<file path="src/rtl/cb_pkg.sv">
// cb_pkg: flit encoding, field extraction helpers and default sizing for the cb_rr crossbar
package cb_pkg;
    localparam int CB_NPORT = 4;
    localparam int CB_DW = 8;
    localparam int MAX_PKTW = 130;
    localparam logic [1:0] FT_IDLE = 2'b00;
    localparam logic [1:0] FT_BODY = 2'b01;
    localparam logic [1:0] FT_HEAD = 2'b10;
    localparam logic [1:0] FT_TAIL = 2'b11;
    function automatic logic [1:0] flit_type(input logic [MAX_PKTW-1:0] f, input int pktw);
        return 2'(f >> (pktw - 2));
    endfunction
    // Destination sits in the payload LSBs; NPORT is a power of two so a mask suffices
    function automatic logic [3:0] flit_dest(input logic [MAX_PKTW-1:0] f, input int nport);
        return 4'(f & MAX_PKTW'(nport - 1));
    endfunction
endpackage

</file>
<file path="src/rtl/cb_rr_arb.sv">
// cb_rr_arb: per-output round-robin arbiter that locks a grant from head until tail release
module cb_rr_arb #(
    parameter int NPORT = 4,
    localparam int PW = $clog2(NPORT)
) (
    input  logic             clk,
    input  logic             rst,
    input  logic [NPORT-1:0] req,
    input  logic             rel,
    output logic [NPORT-1:0] gnt
);
    logic [PW-1:0] ptr, widx, idx;
    logic [NPORT-1:0] win;
    // Scan downward so the nearest requester after ptr is the last one written
    always_comb begin
        win = '0;
        widx = ptr;
        idx = ptr;
        for (int k = NPORT; k >= 1; k--) begin
            idx = ptr + PW'(k);
            if (req[idx]) begin
                win = NPORT'(1) << idx;
                widx = idx;
            end
        end
    end
    always_ff @(posedge clk or posedge rst) begin
        if (rst) begin
            gnt <= '0;
            ptr <= '1;
        end else if (|gnt) begin
            if (rel) gnt <= '0;
        end else if (|req) begin
            gnt <= win;
            ptr <= widx;
        end
    end
endmodule

</file>
<file path="src/rtl/cb_rr.sv">
// cb_rr: registered NPORT x NPORT wormhole crossbar with per-output round-robin head-to-tail locking
module cb_rr
    import cb_pkg::*;
#(
    parameter int NPORT = CB_NPORT,
    parameter int DW = CB_DW,
    localparam int PKTW = DW + 2
) (
    input  logic                   clk,
    input  logic                   rst,
    input  logic [NPORT*PKTW-1:0]  in_flit,
    output logic [NPORT-1:0]       in_ack,
    input  logic [NPORT-1:0]       out_ready,
    output logic [NPORT*PKTW-1:0]  out_flit,
    output logic [NPORT*NPORT-1:0] gnt,
    output logic                   err
);
    logic [NPORT-1:0][PKTW-1:0] fl, ofl;
    logic [NPORT-1:0][1:0] ft;
    logic [NPORT-1:0][3:0] dst;
    logic [NPORT-1:0][NPORT-1:0] g;
    logic [NPORT-1:0] busy, stray, bad_head;
    assign fl = in_flit;
    assign out_flit = ofl;
    assign gnt = g;
    always_comb begin
        busy = '0;
        ft = '0;
        dst = '0;
        for (int o = 0; o < NPORT; o++) busy |= g[o];
        for (int n = 0; n < NPORT; n++) begin
            ft[n] = flit_type(MAX_PKTW'(fl[n]), PKTW);
            dst[n] = flit_dest(MAX_PKTW'(fl[n]), NPORT);
        end
    end
    // Body/tail at an ungranted input is swallowed so the input cannot stall forever
    always_comb begin
        stray = '0;
        bad_head = '0;
        for (int n = 0; n < NPORT; n++) stray[n] = (ft[n] == FT_BODY || ft[n] == FT_TAIL) && !busy[n];
        in_ack = stray;
        for (int o = 0; o < NPORT; o++) in_ack |= g[o] & {NPORT{out_ready[o]}};
        for (int n = 0; n < NPORT; n++) bad_head[n] = ft[n] == FT_HEAD && busy[n] && in_ack[n];
    end
    always_ff @(posedge clk or posedge rst) begin
        if (rst) err <= 1'b0;
        else if (|{stray, bad_head}) err <= 1'b1;
    end
    for (genvar o = 0; o < NPORT; o++) begin : g_out
        logic [NPORT-1:0] req, gq;
        logic [PKTW-1:0] mux, q;
        logic rel;
        always_comb begin
            req = '0;
            mux = '0;
            for (int n = 0; n < NPORT; n++) begin
                req[n] = ft[n] == FT_HEAD && dst[n] == 4'(o) && !busy[n];
                mux |= gq[n] ? fl[n] : '0;
            end
        end
        assign rel = out_ready[o] && flit_type(MAX_PKTW'(mux), PKTW) == FT_TAIL;
        cb_rr_arb #(.NPORT(NPORT)) u_arb (
            .clk(clk),
            .rst(rst),
            .req(req),
            .rel(rel),
            .gnt(gq)
        );
        // An ungranted output loads zero (idle) whenever downstream is ready
        always_ff @(posedge clk or posedge rst) begin
            if (rst) q <= '0;
            else if (out_ready[o]) q <= mux;
        end
        assign ofl[o] = q;
        assign g[o] = gq;
    end
endmodule

</file>
<file path="config.mk">
export PLATFORM = sky130hd
export DESIGN_NAME = cb_rr
export DESIGN_NICKNAME = d
export VERILOG_FILES = /design/src/rtl/cb_pkg.sv /design/src/rtl/cb_rr_arb.sv /design/src/rtl/cb_rr.sv
export SDC_FILE = /design/constraint.sdc
export NUM_CORES = 1
export LEC_CHECK = 0
export CAP_MARGIN = 20
export CORE_ASPECT_RATIO = 0.7
export CORE_MARGIN = 2
export CORE_UTILIZATION = 56
export CTS_CLUSTER_DIAMETER = 40
export DETAILED_ROUTE_END_ITERATION = 12
export GPL_ROUTABILITY_DRIVEN = 0
export MAX_ROUTING_LAYER = met4
export PLACE_DENSITY = 0.93
export SLEW_MARGIN = 10
export SYNTH_ARGS = -nofsm -noshare
export SYNTH_HDL_FRONTEND = slang
export SYNTH_SLANG_ARGS = --single-unit
</file>
<file path="constraint.sdc">
create_clock -name clk -period 7.06 [get_ports clk]
set_clock_uncertainty 0.1 [all_clocks]
set_input_delay 1.412 -clock clk [delete_from_list [all_inputs] [get_ports clk]]
set_output_delay 1.412 -clock clk [all_outputs]
set_load 0.01 [all_outputs]
</file>
# After elaboration in Yosys (flattened, before gate mapping)

Index checks and enable logic that the tools add are counted.

Bits in registers: 65
Bits of input ports: 46
Output and inout bits: 61

Add/sub/neg operators: 12
Magnitude comparators: 16
Equality and inequality tests: 32
Shift-type cells: 16
Muxes and demuxes: 88
Bitwise gates (word level): 27
Reduce and logical (&&, ||, !) cells: 85

Operator list:

| operator                                             | number |
|---|---|
| two-way mux 10 bit                                   | 16 |
| bitwise OR 10 bit                                    | 12 |
| two-way mux 4 bit                                    | 28 |
| left shift 1 x 2 -> 4 bit (first input constant)     | 16 |
| logical AND 1 bit                                    | 48 |
| < comparator 2 x 3 -> 1 bit (second input constant)  | 16 |
| equality test 2 bit (second input constant)          | 20 |
| binary-select mux 1 bit (select 2 bit)               | 16 |
| OR reduction 4 bit                                   | 8 |
| bitwise OR 4 bit                                     | 7 |
| two-way mux 2 bit                                    | 12 |
| adder 2 bit (second input constant)                  | 8 |
| bitwise AND 4 bit                                    | 4 |
| equality test 2 x 1 -> 1 bit (second input constant) | 8 |
| logical NOT 4 bit                                    | 4 |
| two-way mux 1 bit                                    | 16 |
| AND reduction 3 bit                                  | 4 |
| nonzero test 3 bit                                   | 4 |
| adder 2 x 1 -> 2 bit (second input constant)         | 4 |
| != test 2 bit (second input constant)                | 4 |
| AND reduction 2 bit                                  | 4 |
| nonzero test 2 bit                                   | 4 |
| OR reduction 8 bit                                   | 1 |
| logical NOT 1 bit                                    | 4 |
| 2 further kinds                                      | 8 |

# Logic depth before layout (Yosys ltp)

Depth in word-level cells: 13
Depth in mapped cells: 10

# Hierarchy

A second synthesis with hierarchy kept.

Cells, all modules: 523
Area total of the unflattened synthesis: 4992.3 um2

By module, submodules not included:

| module    | times used | cells an instance | area each (um2) |
|---|---|---|---|
| cb_rr     | 1          | 291               | 2519.9 |
| cb_rr_arb | 4          | 58                | 618.1 |

# Worst setup path after synthesis

Ideal clock, no wire load.

Path type: input -> output
Start point: input out_ready[3]
End point: output in_ack[0]
Arrival: 2.148 ns
Required time: 5.548 ns
Slack: 3.400 ns
Stages on the path: 4
Path through: clkbuf_1 a22o_1 a221oi_1 nand2_1

Word-level cells in the longest chain between the ends: 2

RTL lines:

| element           | RTL line    | text |
|---|---|---|
| start, declared   | cb_rr.sv:13 | `input logic [NPORT-1:0] out_ready,` |
| bitwise AND 4 bit | cb_rr.sv:42 | `for (int o = 0; o < NPORT; o++) in_ack \|= g[o] & {NPORT{out_ready[o]}};` |
| bitwise OR 4 bit  | cb_rr.sv:42 |  |
| end, declared     | cb_rr.sv:12 | `output logic [NPORT-1:0] in_ack,` |

No other way between the ends.

# Worst setup path after layout

Start point: input out_ready[2]
End point: output in_ack[1]

Word-level cells in the longest chain between the ends: 3

RTL lines:

| element                        | RTL line |
|---|---|
| bitwise AND 4 bit              | cb_rr.sv:42 |
| bitwise OR 4 bit (2 in series) | cb_rr.sv:42 |

No other way between the ends.

==> flow_metrics.env <==
export IMPL_drt_initial_drc_count=1034
export IMPL_clk_pin_slew_worst_paths_ns=0.05
export IMPL_dpl_hpwl_mm=12.85
export IMPL_multi_input_area_um2=3218
export IMPL_firstDrtPassIters=9
export IMPL_port_buffers=106
export IMPL_cp_end_kind="output port"
export IMPL_gr_total_overflow=0
export IMPL_vias=5875
export IMPL_wl_met2_mm=8.078
export IMPL_power_frac_comb_pct=50.1
export IMPL_cts_tree="yes"
export IMPL_ys_seq_area_share_pct=32.29
export IMPL_worstSetupPathType="input port to output port"
export IMPL_final_seq_area_um2=1637
export IMPL_dieHeight_um=83.60
export IMPL_cts_setup_buffers=0
export IMPL_synth_area_leaders="dfrtp_1 28%, a22oi_1 11%, ha_1 7.9%"
export IMPL_async_flop_share_pct=100.0
export IMPL_ctsResizeCount=0
export IMPL_internal_power_mw=1.486
export IMPL_final_area_um2=6481
export IMPL_drt_met1_wl_mm=6.597
export IMPL_routed_wl_mm=18.49
export IMPL_power_density_nw_per_um2=408.7
export IMPL_nFillCells=619
export IMPL_relSlewSlack_pct=28.99
export IMPL_synth_top_area_share_pct=28.14
export IMPL_clkPwrFrac_pct=18.3
export IMPL_cts_htree_levels=3
export IMPL_placed_area_um2=6160
export IMPL_cts_hold_buffers=0
export IMPL_syn_nets=646
export IMPL_nNetsFinal=727
export IMPL_finalSetupViolations=0
export IMPL_cts_buffer_depth=2
export IMPL_synth_area_um2=5069
export IMPL_crit_fanout=25
export IMPL_pwr_share_seq_pct=31.6
export IMPL_cts_root_buf="clkbuf_16"
export IMPL_synth_cell_types=58
export IMPL_synth_edf_count=0
export IMPL_layout_drive_gt1_share_pct=7.798
export IMPL_route_detailed_drc=0
export IMPL_post_drt_wl_per_cell_um=23.89
export IMPL_met3_length_mm=3.008
export IMPL_antenna_found_initial=0
export IMPL_die_area_um2=9840
export IMPL_initial_core_util_pct=58.81
export IMPL_power_switching_mw=1.163
export IMPL_rsz0062_at_grt="no"
export IMPL_status="finished, final reports clean"
export IMPL_rows=28
export IMPL_start_kind="input port"
export IMPL_syn2layout_area_growth_pct=27.87
export IMPL_grt_pass1_wl_mm=29.04
export IMPL_cts_buffers=9
export IMPL_syn_avg_cell_area_um2=8.924
export IMPL_ys_ff_latch=65
export IMPL_cp_arrival_ns=3.68
export IMPL_drv_slew=0
export IMPL_fmax_ghz=0.1926
export IMPL_cap_viol_max_count=0
export IMPL_period_minus_slack_ns=5.192
export IMPL_die_w_um=117.7
export IMPL_fin_setup_tns_ns=0
export IMPL_detail_route_antenna_nets=0
export IMPL_dr_max_layer_used="met4"
export IMPL_post_route_period_util_pct=73.55
export IMPL_required_ns=5.55
export IMPL_cts_num_sinks=65
export IMPL_swShare_pct=43.90
export IMPL_yosys_warnings=0
export IMPL_irDropWorstVdd_uv=244.3
export IMPL_num_antenna_cells=0
export IMPL_grt_max_degree=66
export IMPL_synth_area_leader_cell="dfrtp_1"
export IMPL_hp_class="flop to flop"
export IMPL_hold_violations=0
export IMPL_track_usage_pct=37.86
export IMPL_synth_main_ff_cell="dfrtp_1"
export IMPL_worst_slew_pin_transition_ns=1.056
export IMPL_leakagePower_nw=2.467
export IMPL_clock_latency_ns=0.34
export IMPL_coreArea_um2=8618
export IMPL_grt_pass1_vias=5549
export IMPL_synthesis_instances=568
export IMPL_io_pins=107
export IMPL_viasPerCell=7.590
-- worst paths after layout --
kind,cells past startpoint,start,slack (ns),to
worst max-delay path,5,out_ready[2],1.87,in_ack[1]
worst min-delay path,2,g_out[1].q[9],0.44,g_out[1].q[9]
worst max register to register,6,g_out[2].u_arb.gnt[1],3.41,g_out[3].u_arb.gnt[0]
worst min register to register,2,g_out[1].q[9],0.44,g_out[1].q[9]
max in group asynchronous,3,rst,4.74,g_out[2].q[4]
min in group asynchronous,3,rst,1.54,g_out[1].u_arb.gnt[0]
-- routing by layer --
metal | vias to the layer above | GRT usage, %
met5 | - | -
met4 | 0 | 12.49
met3 | 136 | 12.16
met2 | 582 | 57.82
met1 | 2740 | 47.85
li1 | 2417 | -
-- kinds of logic after synthesis --
logic type | count (synthesis) | share of synthesized area, %
compound gates | 219 | 31.28
flops | 65 | 32.29
buf+inv | 57 | 4.221
mux | 17 | 5.925
simple gates | 174 | 17.70
xor+xnor | 4 | 0.6911
fa+ha+maj | 32 | 7.899
-- state kept, by name, summed over array words and instances, names as in the netlist --
signal,count
err,1
g_out.q,40
g_out.u_arb.gnt,16
g_out.u_arb.ptr,8
-- synthesized netlist by cell type, types with 9 or more instances --
| library cell | n |
|---|---|
| a221oi_1 | 22 |
| nand2_1 | 43 |
| ha_1 | 32 |
| a31oi_1 | 38 |
| o21ai_0 | 14 |
| a22o_1 | 9 |
| nor2_1 | 57 |
| a22oi_1 | 76 |
| inv_1 | 14 |
| nor4_1 | 13 |
| clkbuf_1 | 39 |
| dfrtp_1 | 57 |
| mux4_2 | 10 |
| o221ai_1 | 11 |
-- worst max-delay path, cell delays in order --
cell and delay (ns):
clkdlybuf4s50_1 0.87, a22o_1 0.38, a221oi_1 0.37, nand2_1 0.13, clkdlybuf4s50_1 0.51
-- power groups by stage --
stage	registers, mW	clock network (mW)	logic [mW]
2_1_floorplan	0.730	0	0.773
3_3_place_gp	0.807	0	1.23
3_5_place_dp	0.819	0	1.28
4_1_cts	0.814	0.484	1.29
5_1_grt	0.847	0.507	1.41
6_report	0.838	0.485	1.33
-- placed cells by master, fill, tap and decap left out, drive strengths merged, types with 5 or more instances in the layout --
master	Yosys	routed
a21boi	5	5
a21oi	8	8
a221oi	22	22
a22o	9	9
a22oi	76	76
a31oi	38	38
clkbuf	39	11
clkdlybuf4s50	0	106
dfrtp	57	57
dfstp	8	8
ha	32	32
inv	16	16
mux4	10	10
nand2	44	44
nand2b	7	7
nand4	8	8
nand4b	6	6
nor2	57	57
nor3	8	8
nor4	14	14
nor4bb	5	5
o21ai	20	20
o221ai	11	11
o22ai	8	8
or4	10	10
-- area by class of cell --
| type | count | area share [%] |
|---|---|---|
| well taps | 120 | 2.317 |
| inverters | 17 | 0.9846 |
| repair buffers | 110 | 16.83 |
| flip-flops and latches | 65 | 25.25 |
| clock inverters | 5 | 1.216 |
| multi-input cells | 446 | 49.65 |
| clock buffers | 11 | 3.745 |
-- metrics by stage --
step,power [mW],hold slack (ns),utilization [%],setup slack [ns],cells
after detailed placement,2.102,0.4310,71.47,1.966,758
after floorplan,1.503,0.4489,-,3.400,568
after CTS,2.590,0.4416,75.20,1.997,774
after global placement,2.036,0.4103,71.47,2.030,758
final,2.649,0.4436,75.20,1.868,774
after global routing,2.768,0.4651,75.20,1.875,774
No activity file was read; power rests on OpenSTA's default activity.
